[config.mk]
export PLATFORM = sky130hd
export DESIGN_NAME = mc_control
export DESIGN_NICKNAME = d
export VERILOG_FILES = /design/src/rtl/mc_control.sv
export SDC_FILE = /design/constraint.sdc
export NUM_CORES = 1
export LEC_CHECK = 0
export BUFFER_PORTS_ARGS = -buffer_cell sky130_fd_sc_hd__buf_4
export CELL_PAD_IN_SITES_DETAIL_PLACEMENT = 2
export CELL_PAD_IN_SITES_GLOBAL_PLACEMENT = 2
export CORE_ASPECT_RATIO = 2
export CORE_MARGIN = 1
export CORE_UTILIZATION = 22
export CTS_BUF_LIST = sky130_fd_sc_hd__clkbuf_8
export DETAILED_ROUTE_END_ITERATION = 7
export HOLD_SLACK_MARGIN = 0.12
export MAX_ROUTING_LAYER = met4
export PLACE_DENSITY = 0.94
export SLEW_MARGIN = 40
export SYNTH_ARGS = -nofsm -noshare
export SYNTH_HDL_FRONTEND = slang
export SYNTH_SLANG_ARGS = --single-unit
[constraint.sdc]
create_clock -name clk -period 4.8 [get_ports clk]
set_input_delay 0.72 -clock clk [delete_from_list [all_inputs] [get_ports clk]]
set_output_delay 0.72 -clock clk [all_outputs]
set_load 0.1 [all_outputs]
[src/rtl/mc_control.sv]
// rtl/mc_control.sv - multi-cycle CPU control FSM (IF/ID/EXE/MEM/WB), optional MC_CONTROL_ILLEGAL_TRAP_EN
// Only the state (and the sticky illegal flag when trapping) is registered; all strobes are decoded combinationally.
module mc_control #(
  parameter int          RA_REG  = 31,
  parameter logic [5:0]  HALT_OP = 6'b111111
) (
  input  logic       clk,
  input  logic       reset,
  input  logic [5:0] Opcode,
  input  logic [5:0] func,
  input  logic [4:0] rt,
  input  logic       zero,
  input  logic       sign,
  output logic       PCWre,
  output logic       IRWre,
  output logic       InsMemRW,
  output logic       RegWre,
  output logic [1:0] RegDst,
  output logic       WrRegDSrc,
  output logic       DBDataSrc,
  output logic       ExtSel,
  output logic [1:0] ALUSrcA,
  output logic [1:0] ALUSrcB,
  output logic [3:0] ALUOp,
  output logic [1:0] PCSrc,
  output logic       mRD,
  output logic       mWR,
  output logic [3:0] state,
  output logic       halted
`ifdef MC_CONTROL_ILLEGAL_TRAP_EN
  ,
  output logic       illegal
`endif
);

  typedef enum logic [3:0] {
    S_IF     = 4'b0000,
    S_ID     = 4'b0001,
    S_EXE_LS = 4'b0010,
    S_MEM    = 4'b0011,
    S_WB_LD  = 4'b0100,
    S_EXE_BR = 4'b0101,
    S_EXE_AL = 4'b0110,
    S_WB_AL  = 4'b0111,
    S_HALT   = 4'b1000
  } state_t;

  localparam logic [5:0] OP_RTYPE = 6'b000000;
  localparam logic [5:0] OP_ADDI  = 6'b001000;
  localparam logic [5:0] OP_ORI   = 6'b001101;
  localparam logic [5:0] OP_SLTI  = 6'b001010;
  localparam logic [5:0] OP_LW    = 6'b100011;
  localparam logic [5:0] OP_SW    = 6'b101011;
  localparam logic [5:0] OP_BEQ   = 6'b000100;
  localparam logic [5:0] OP_BNE   = 6'b000101;
  localparam logic [5:0] OP_BLTZ  = 6'b000001;
  localparam logic [5:0] OP_J     = 6'b000010;
  localparam logic [5:0] OP_JAL   = 6'b000011;

  localparam logic [5:0] F_ADD = 6'b100000;
  localparam logic [5:0] F_SUB = 6'b100010;
  localparam logic [5:0] F_AND = 6'b100100;
  localparam logic [5:0] F_OR  = 6'b100101;
  localparam logic [5:0] F_SLT = 6'b101010;
  localparam logic [5:0] F_SLL = 6'b000000;
  localparam logic [5:0] F_JR  = 6'b001000;

  localparam logic [3:0] ALU_ADD = 4'b0000;
  localparam logic [3:0] ALU_SUB = 4'b0001;
  localparam logic [3:0] ALU_AND = 4'b0010;
  localparam logic [3:0] ALU_OR  = 4'b0011;
  localparam logic [3:0] ALU_SLT = 4'b0100;
  localparam logic [3:0] ALU_SLL = 4'b0101;

  localparam logic [1:0] PC_NEXT   = 2'b00;
  localparam logic [1:0] PC_BRANCH = 2'b01;
  localparam logic [1:0] PC_REG    = 2'b10;
  localparam logic [1:0] PC_JUMP   = 2'b11;

  // The jal target register is chosen inside the datapath; only its select code lives here.
  generate
    if (RA_REG < 1 || RA_REG > 31) begin : g_ra_reg_out_of_range
    end
  endgenerate

  state_t state_q, state_d;

  logic       is_rtype;
  logic       dec_al, dec_br, dec_ls, dec_j, dec_jal, dec_jr, dec_halt, dec_legal;
  logic [3:0] dec_alu_op;
  logic       br_taken;
  logic       pc_wre_c, reg_wre_c, m_wr_c;

  assign is_rtype = (Opcode == OP_RTYPE);

  always_comb begin
    dec_al     = 1'b0;
    dec_br     = 1'b0;
    dec_ls     = 1'b0;
    dec_j      = 1'b0;
    dec_jal    = 1'b0;
    dec_jr     = 1'b0;
    dec_halt   = 1'b0;
    dec_alu_op = ALU_ADD;
    if (Opcode == HALT_OP) begin
      dec_halt = 1'b1;
    end else begin
      case (Opcode)
        OP_RTYPE: begin
          case (func)
            F_ADD:   begin dec_al = 1'b1; dec_alu_op = ALU_ADD; end
            F_SUB:   begin dec_al = 1'b1; dec_alu_op = ALU_SUB; end
            F_AND:   begin dec_al = 1'b1; dec_alu_op = ALU_AND; end
            F_OR:    begin dec_al = 1'b1; dec_alu_op = ALU_OR;  end
            F_SLT:   begin dec_al = 1'b1; dec_alu_op = ALU_SLT; end
            F_SLL:   begin dec_al = 1'b1; dec_alu_op = ALU_SLL; end
            F_JR:    dec_jr = 1'b1;
            default: ;
          endcase
        end
        OP_ADDI: begin dec_al = 1'b1; dec_alu_op = ALU_ADD; end
        OP_ORI:  begin dec_al = 1'b1; dec_alu_op = ALU_OR;  end
        OP_SLTI: begin dec_al = 1'b1; dec_alu_op = ALU_SLT; end
        OP_LW, OP_SW:   dec_ls = 1'b1;
        OP_BEQ, OP_BNE: dec_br = 1'b1;
        // bltz compares rs against $0, so any other rt is not an encoding we know
        OP_BLTZ: dec_br = (rt == 5'd0);
        OP_J:    dec_j = 1'b1;
        OP_JAL:  dec_jal = 1'b1;
        default: ;
      endcase
    end
    dec_legal = dec_al | dec_br | dec_ls | dec_j | dec_jal | dec_jr | dec_halt;
  end

  always_comb begin
    case (Opcode)
      OP_BEQ:  br_taken = zero;
      OP_BNE:  br_taken = ~zero;
      default: br_taken = sign;
    endcase
  end

  always_ff @(posedge clk) begin
    if (reset) begin
      state_q <= S_IF;
    end else begin
      state_q <= state_d;
    end
  end

  always_comb begin
    state_d   = state_q;
    pc_wre_c  = 1'b0;
    IRWre     = 1'b0;
    InsMemRW  = 1'b0;
    reg_wre_c = 1'b0;
    RegDst    = 2'b00;
    WrRegDSrc = 1'b0;
    DBDataSrc = 1'b0;
    ExtSel    = 1'b0;
    ALUSrcA   = 2'b00;
    ALUSrcB   = 2'b00;
    ALUOp     = ALU_ADD;
    PCSrc     = PC_NEXT;
    mRD       = 1'b0;
    m_wr_c    = 1'b0;
    case (state_q)
      S_IF: begin
        InsMemRW = 1'b1;
        IRWre    = 1'b1;
        state_d  = S_ID;
      end
      S_ID: begin
        if (dec_halt) begin
          state_d = S_HALT;
        end else if (dec_j) begin
          PCSrc    = PC_JUMP;
          pc_wre_c = 1'b1;
          state_d  = S_IF;
        end else if (dec_jal) begin
          PCSrc     = PC_JUMP;
          pc_wre_c  = 1'b1;
          reg_wre_c = 1'b1;
          RegDst    = 2'b10;
          WrRegDSrc = 1'b0;
          state_d   = S_IF;
        end else if (dec_jr) begin
          PCSrc    = PC_REG;
          pc_wre_c = 1'b1;
          state_d  = S_IF;
        end else if (dec_br) begin
          state_d = S_EXE_BR;
        end else if (dec_ls) begin
          state_d = S_EXE_LS;
        end else if (!dec_legal) begin
`ifdef MC_CONTROL_ILLEGAL_TRAP_EN
          state_d = S_HALT;
`else
          pc_wre_c = 1'b1;
          state_d  = S_IF;
`endif
        end else begin
          state_d = S_EXE_AL;
        end
      end
      S_EXE_AL: begin
        ALUSrcA = (is_rtype && func == F_SLL) ? 2'b01 : 2'b00;
        ALUSrcB = is_rtype ? 2'b00 : 2'b01;
        ExtSel  = (Opcode != OP_ORI);
        ALUOp   = dec_alu_op;
        state_d = S_WB_AL;
      end
      S_WB_AL: begin
        reg_wre_c = 1'b1;
        WrRegDSrc = 1'b1;
        RegDst    = is_rtype ? 2'b01 : 2'b00;
        pc_wre_c  = 1'b1;
        state_d   = S_IF;
      end
      S_EXE_BR: begin
        ALUOp    = ALU_SUB;
        ExtSel   = 1'b1;
        pc_wre_c = 1'b1;
        PCSrc    = br_taken ? PC_BRANCH : PC_NEXT;
        state_d  = S_IF;
      end
      S_EXE_LS: begin
        ALUOp   = ALU_ADD;
        ALUSrcB = 2'b01;
        ExtSel  = 1'b1;
        state_d = S_MEM;
      end
      S_MEM: begin
        if (Opcode == OP_SW) begin
          m_wr_c   = 1'b1;
          pc_wre_c = 1'b1;
          state_d  = S_IF;
        end else if (Opcode == OP_LW) begin
          mRD     = 1'b1;
          state_d = S_WB_LD;
        end else begin
          state_d = S_IF;
        end
      end
      S_WB_LD: begin
        mRD       = 1'b1;
        DBDataSrc = 1'b1;
        WrRegDSrc = 1'b1;
        reg_wre_c = 1'b1;
        pc_wre_c  = 1'b1;
        state_d   = S_IF;
      end
      S_HALT: state_d = S_HALT;
      default: state_d = S_IF;
    endcase
  end

  // An asserted reset aborts the instruction in flight, so its architectural writes are suppressed at once.
  assign PCWre  = pc_wre_c & ~reset;
  assign RegWre = reg_wre_c & ~reset;
  assign mWR    = m_wr_c & ~reset;

  assign state  = state_q;
  assign halted = (state_q == S_HALT);

`ifdef MC_CONTROL_ILLEGAL_TRAP_EN
  logic illegal_q;

  always_ff @(posedge clk) begin
    if (reset) begin
      illegal_q <= 1'b0;
    end else if (state_q == S_ID && !dec_legal) begin
      illegal_q <= 1'b1;
    end
  end

  assign illegal = illegal_q;
`endif

endmodule

==> out/qor.txt, run 1 <==
peak supply drop = 93.31 µV
IO Pins = 47
largest cells by area after synthesis = dfxtp_1 11%, nor2_1 9.0%, nor3_1 6.0%
CTS tree = done
post-CTS resize count = 0
Worst Setup Start Kind = register
detailed router's first-iteration violation count = 23
Rows = 29
mux contribution to synthesized area = 0%
register area share after synthesis = 10.68%
drt pass-1 iters = 4
hold path cells = 2
via count = 1068
largest net degree at the start of global routing = 14
Post-synth top flop = dfxtp_1
adder-cell share of the synthesized area = 0%
Post-Route Skew = 3.093 ps
Slew Limit Fails = 0
total track usage = 19.99%
H-tree depth = 1
DR WL/cell = 18.34 µm
Worst Hold End = state[2]
Syn Area/Cell = 6.298 µm²
number of synthesized flops with an enable pin = 0
post-synth top area cell = dfxtp_1
flip-flop count of the largest register after layout = 4
overall power = 194.5 µW
DRC viols = 0
PortBufs = 43
WS Path Type = register to output port
Reg2Reg Depth = 5
fillers = 398
Cell variety after synth = 39
Highest Clock Rate = 0.3181 GHz
Synth Area in Compound Gates = 28.55%
drt total wl = 3.430 mm
total CTS buffers = 3
Synth Warn # = 0
Post-layout nets = 179
total gr overflow = 0
vias per inst = 5.711
combinational family with the most area after synthesis = simple AND/OR/NAND/NOR gates
initial core utilization = 23.47%
core area = 0.003193 mm²
DP Wirelength = 2.870 mm
Worst setup EP type = output port
Post-Synth XOR/XNOR Area = 1.169%
gpl congestion = 0.8795
internal reg-to-reg setup slack = 2710 ps
Clock Latency Late Sink = 220 ps
Chip Width = 43.27 µm
n_diodes = 0
initial antenna violation count = 0
Cells after Synth = 119
relative slew slack = 62.48%
asr flop ratio synth = 0%
total clock sinks = 4
RSZ-0062 raised after global routing = false
clk buf depth = 2
Hold Fails Final Rpt = 0
clock-pin slew on the worst setup and hold paths = 30 ps
Final Instance Area = 0.001116 mm²
Seq cells post-synth = 4
Tcrit/Tclk final = 65.49%
share of the synthesized area in the top cell type = 10.68%
HP Class = input pin to register
cell area after placement = 0.001075 mm²
Worst EP arrival = 2420 ps
P&R area growth vs syn = 48.91%
antenna viol nets, final = 0
critical path peak fanout = 13
number of buffers added for setup after CTS = 0
Setup-failing EPs final = 0
reg-to-reg endpoint = state[2]
Leakage = 0.0004649 µW
cts hold-fix bufs = 0
share of synthesized cell area in and, or, nand and nor gates = 50.42%
critical path required time = 4080 ps
Worst Tran Pin Value = 561.6 ps
status = finished, final reports clean
share of cells above drive strength 1 = 34.62%
CTS Root Cell = clkbuf_8
vias in the first global route = 1142
RR Startpoint = state[0]
setup TNS = 0 ps
setup slack after layout = 1657 ps
PwrDens = 174.3 mW/mm²
min cycle time layout = 3143 ps
MaxCap Viol Count = 0
global-route wire length before repair = 5.533 mm
Vert. Die Dim = 84.54 µm
hold path start = reset
die area = 0.003658 mm²
Place WS = 1672 ps
Mapped Area = 749.5 µm²
critical path startpoint = state[0]
-- how the worst max path moves through the flow --
stage,end,slack [ps],depth (start not counted)
after floorplan,RegWre,-20,5
after global placement,PCSrc[1],1730,6
after detailed placement,PCSrc[1],1670,6
after CTS,RegWre,1620,6
after global routing,PCSrc[1],1470,6
final,RegWre,1660,6
-- synthesized netlist by cell type (2+ instances only) --
cell,count
dfxtp_1,4
or3_1,2
nor3_1,9
buf_4,5
nor2b_1,4
a211oi_1,2
clkbuf_1,5
and2_1,3
nor4b_1,2
a21oi_1,7
nand3_1,5
a21boi_0,2
nand4b_1,2
nand2b_1,2
o21ai_0,5
nand2_1,10
a31oi_1,7
nor2_1,18
nor4_1,5
-- through the flow --
stage,hold slack [ps],std cells,utilization (%)
global placement,841.4,184,33.66
finish,805.5,187,34.95
CTS,819.2,187,34.95
floorplan,836.0,121,-
global route,830.2,187,34.95
detailed placement,872.8,184,33.66
-- critical path: stages, from the launching register on --
cell,delay (ps)
dfxtp_1,590
nor2b_1,540
nand2_1,200
nor2_1,330
a31oi_1,140
nor2_1,100
buf_4,290
-- placed cells by master, fill, tap and decap left out, drive strengths merged --
| cell | netlist | final |
|---|---|---|
| a2111oi | 1 | 1 |
| a211o | 1 | 1 |
| a211oi | 2 | 2 |
| a21boi | 3 | 3 |
| a21oi | 7 | 7 |
| a31o | 2 | 2 |
| a31oi | 7 | 7 |
| a32o | 1 | 1 |
| and2 | 3 | 3 |
| and3 | 1 | 1 |
| and4 | 1 | 1 |
| buf | 6 | 43 |
| clkbuf | 5 | 3 |
| conb | 1 | 3 |
| dfxtp | 4 | 4 |
| inv | 1 | 1 |
| nand2 | 10 | 10 |
| nand2b | 2 | 2 |
| nand3 | 5 | 5 |
| nand3b | 1 | 1 |
| nand4 | 1 | 1 |
| nand4b | 2 | 2 |
| nor2 | 18 | 18 |
| nor2b | 4 | 4 |
| nor3 | 9 | 9 |
| nor4 | 6 | 6 |
| nor4b | 2 | 2 |
| o21ai | 5 | 5 |
| o21bai | 1 | 1 |
| o22ai | 1 | 1 |
| o2bb2ai | 1 | 1 |
| or2 | 1 | 1 |
| or3 | 2 | 2 |
| or4 | 1 | 1 |
| xnor2 | 1 | 1 |
-- cell families (layout without fill, tap and decap cells) --
kind of cell              count (synthesis)  after routing
AOI/OAI and AO/OA                        32             32
xor gates and xnor gates                  1              1
buffers and inverters                    12             47
DFF                                       4              4
other                                     1              3
and+or+nand+nor                          69             69
-- area by class of cell --
class	count	area, µm²	share of cell area [%]
multi-input cells	105	629.4	56.39
inverters	1	3.754	0.3363
flip-flops and latches	4	80.08	7.175
well taps	31	38.79	3.475
clock buffers	3	41.29	3.700
repair buffers	43	322.8	28.92
-- where the power goes --
part	switching, µW	internal [µW]	total, µW
clock	17.7	53.5	71.2
sequential	3.25	34.4	37.6
combinational	61.2	24.4	85.7
-- routing by layer --
| metal | track usage (%) | vias to the layer above | part of all wire (%) |
|---|---|---|---|
| met3 | 1.075 | 7 | 2.2 |
| met5 | - | - | 0 |
| met1 | 18.29 | 515 | 35 |
| met4 | 6.612 | 0 | 2.0 |
| li1 | - | 513 | - |
| met2 | 40.30 | 33 | 61 |
(Power assumes the default switching activity.)
==> run 2: changes to the inputs <==
--- a/config.mk
+++ b/config.mk
@@ -5,17 +5,18 @@
 export SDC_FILE = /design/constraint.sdc
 export NUM_CORES = 1
 export LEC_CHECK = 0
+export ABC_AREA = 1
 export BUFFER_PORTS_ARGS = -buffer_cell sky130_fd_sc_hd__buf_4
 export CELL_PAD_IN_SITES_DETAIL_PLACEMENT = 2
 export CELL_PAD_IN_SITES_GLOBAL_PLACEMENT = 2
 export CORE_ASPECT_RATIO = 2
 export CORE_MARGIN = 1
-export CORE_UTILIZATION = 22
+export CORE_UTILIZATION = 18
 export CTS_BUF_LIST = sky130_fd_sc_hd__clkbuf_8
 export DETAILED_ROUTE_END_ITERATION = 7
 export HOLD_SLACK_MARGIN = 0.12
 export MAX_ROUTING_LAYER = met4
-export PLACE_DENSITY = 0.94
+export PLACE_DENSITY = 0.86
 export SLEW_MARGIN = 40
 export SYNTH_ARGS = -nofsm -noshare
 export SYNTH_HDL_FRONTEND = slang
==> constraint.sdc (replaced) <==
create_clock -name clk -period 2.87 [get_ports clk]
set_input_delay 0.4305 -clock clk [delete_from_list [all_inputs] [get_ports clk]]
set_output_delay 0.4305 -clock clk [all_outputs]
set_load 0.1 [all_outputs]
==> run 2 against run 1 <==
Net effect:
- flip-flop and latch count did not move
- via count rose by 5.1%
- count of clock-buffer cells in the layout did not move
- non-clock buffer count did not move
- area after synthesis rose by 4.7%
- sequential share of layout area barely moved
- critical path depth rose by 4
- cell area rose by 15%
- clock power rose by 74%
- hold slack got worse by 350 ps
- largest cell class unchanged
- highest routed layer unchanged
==> out/qor.txt, run 2 <==
DR WL/cell = 13.77 µm (-25%)
Post-synth top cells = 34 x nor2_1, 22 x inv_1, 19 x nand2_1
drt pass-1 iters = 3 (-1)
antenna viol nets, final = 0 (unchanged)
largest cells by area after synthesis = nor2_1 16%, inv_1 11%, dfxtp_1 10%
P&R area growth vs syn = 63.64%
cts hold-fix bufs = 0 (unchanged)
setup TNS = 0 ps (unchanged)
status = finished, final reports clean
combinational family with the most area after synthesis = simple AND/OR/NAND/NOR gates
flip-flop count of the largest register after layout = 4 (unchanged)
die area = 0.004642 mm² (+27%)
total gr overflow = 0 (unchanged)
critical path required time = 2440 ps (-1640 ps)
MaxCap Viol Count = 0 (unchanged)
sum of buffers and inverters on the critical path = 3 (+2)
share of cells above drive strength 1 = 42.41% (+7.8 points)
share of synthesized cell area in and, or, nand and nor gates = 58.21% (+7.8 points)
share of the synthesized area in the top cell type = 16.27% (+5.6 points)
Synth Warn # = 0 (unchanged)
Hold Fails Final Rpt = 0 (unchanged)
total CTS buffers = 3 (unchanged)
Post-Route Skew = 2.248 ps (-0.8453 ps)
Clock Latency Late Sink = 220 ps (about the same)
DP Wirelength = 3.072 mm (+7.1%)
detailed router's first-iteration violation count = 25 (+8.7%)
via count = 1123 (+5.1%)
largest net degree at the start of global routing = 11 (-3)
IO Pins = 47 (unchanged)
WS Path Type = input pin to output port
Cell variety after synth = 23 (-41%)
drt total wl = 3.346 mm (-2.4%)
routing usage on met3 = 1.276% (+0.20 points)
Tcrit/Tclk final = 82.31%
count leader, synth = nor2_1
Seq cells post-synth = 4 (unchanged)
CP delay by family, top = simple AND/OR/NAND/NOR gates
Syn Area/Cell = 5.373 µm² (-15%)
Slew Limit Fails = 0 (unchanged)
critical path peak fanout = 10 (-3)
FF+latch area = 92.59 µm² (+16%)
Vert. Die Dim = 95.36 µm (+13%)
DRC viols = 0 (unchanged)
RR Startpoint = state[1]
Leakage = 0.0006452 µW (+39%)
adder-cell share of the synthesized area = 0% (unchanged)
Synth Area in Compound Gates = 14.83% (-14 points)
met1 Track Usage GR = 13.12% (-5.2 points)
Post-Synth XOR/XNOR Area = 0% (-1.2 points)
HP Class = input pin to register
worst hold slack = 455.7 ps (-349.8 ps)
Post-layout nets = 213 (+19%)
n_diodes = 0 (unchanged)
register area share after synthesis = 10.21% (-0.48 points)
initial antenna violation count = 0 (unchanged)
total clock sinks = 4 (unchanged)
post-layout util = 31.09% (-3.9 points)
Worst EP arrival = 1930 ps (-490 ps)
number of buffers added for setup after CTS = 0 (unchanged)
hold path start = reset
clk buf depth = 2 (unchanged)
Worst Setup Start Kind = input pin
met2 GRT Util = 36.81% (-3.5 points)
CP max stage delay = 290 ps (-300 ps)
Worst setup EP type = output port
commonest non-fill, non-tap cells in the layout = 43 x buf_4, 32 x nor2_1, 22 x inv_1
mux contribution to synthesized area = 0% (unchanged)
global route hottest layer = met2
CTS Root Cell = clkbuf_8
PwrDens = 294.9 mW/mm² (+69%)
Crit-path slowest cell = buf_4
CTS tree = done
core area = 0.004129 mm² (+29%)
Mapped Area = 784.5 µm² (+4.7%)
initial core utilization = 19.00% (-4.5 points)
H-tree depth = 1 (unchanged)
vias per inst = 4.621 (-19%)
PortBufs = 43 (unchanged)
post-CTS resize count = 0 (unchanged)
clock-pin slew on the worst setup and hold paths = 30 ps (about the same)
gpl congestion = 0.8251 (-6.2%)
peak supply drop = 126.6 µV (+36%)
Setup-failing EPs final = 0 (unchanged)
most common cell after layout, fill and taps aside = buf_4
Rows = 33 (+14%)
Post-synth top flop = dfxtp_1
crit path cell chain = buf_4 > nor2_4 > nand3_2 > inv_2 > nand2_2 > nand2_2 > o21bai_2 > nand2_1 > a21oi_2 > buf_4
min cycle time layout = 2362 ps
Chip Width = 48.68 µm (+13%)
RSZ-0062 raised after global routing = false
total track usage = 16.88% (-3.1 points)
Highest Clock Rate = 0.4233 GHz
critical path startpoint = Opcode[5]
global-route wire length before repair = 5.754 mm (+4.0%)
post-synth top area cell = nor2_1
vias in the first global route = 1255 (+9.9%)
Cells after Synth = 146 (+23%)
multi-input gate area in the final layout = 660.6 µm² (+5.0%)
number of synthesized flops with an enable pin = 0 (unchanged)
asr flop ratio synth = 0% (unchanged)
fillers = 544 (+37%)
## run 2: changes by cell type after synthesis, sizes merged, moves of 4 or more
cell | before | now
clkbuf | 5 | 0
nor2 | 18 | 42
nand4 | 1 | 6
nor3 | 9 | 1
a31oi | 7 | 0
inv | 1 | 26
nand2 | 10 | 23
nand3 | 5 | 14
nor2b | 4 | 0
## run 2: cells by family (layout without fill, tap and decap cells)
group,after synthesis,count (layout)
AO/OA/AOI/OAI,20,20
buffers and inverters,30,73
flip-flops,4,4
other,1,3
AND/OR/NAND/NOR,91,91
## run 2: routing by layer
layer  vias to the layer above  wire, µm
met3                        14        97
met4                         0       112
li1                        552         -
met2                        38      2093
met5                         -         0
met1                       519      1042
## run 2: stage by stage
step	instances	power, µW	cell area [µm²]	setup slack [ps]
floorplan	148	203.7	880.8	23.66
global placement	239	254.8	1239	500.3
detailed placement	239	257.3	1239	497.1
CTS	243	382.5	1284	487.9
global route	243	399.3	1284	377.2
finish	243	378.5	1284	507.7
## run 2: final timing paths
kind,slack (ps),endpoint,cells past startpoint
worst min-delay path,460,state[1],2
worst max register to register,1430,state[2],8
worst max-delay path,510,PCWre,10
worst min register to register,690,state[0],3
## run 2: area by class of cell
type                            instances  share of cell area, %
Multi-Input combinational cell        114                  51.46
Timing Repair Buffer                   43                  25.15
Inverter                               26                  7.602
Sequential cell                         4                  7.212
Tap cell                               52                  5.068
Clock buffer                            3                  3.216
Clock inverter                          1                 0.2924
## run 2: report_power, final
group / internal (µW) / leakage (µW) / switching [µW]
logic: 48.2 / 0.000583 / 145
registers: 57.3 / 0.0000352 / 4.00
clock network: 91.4 / 0.0000269 / 32.2
total: 197 / 0.000645 / 182
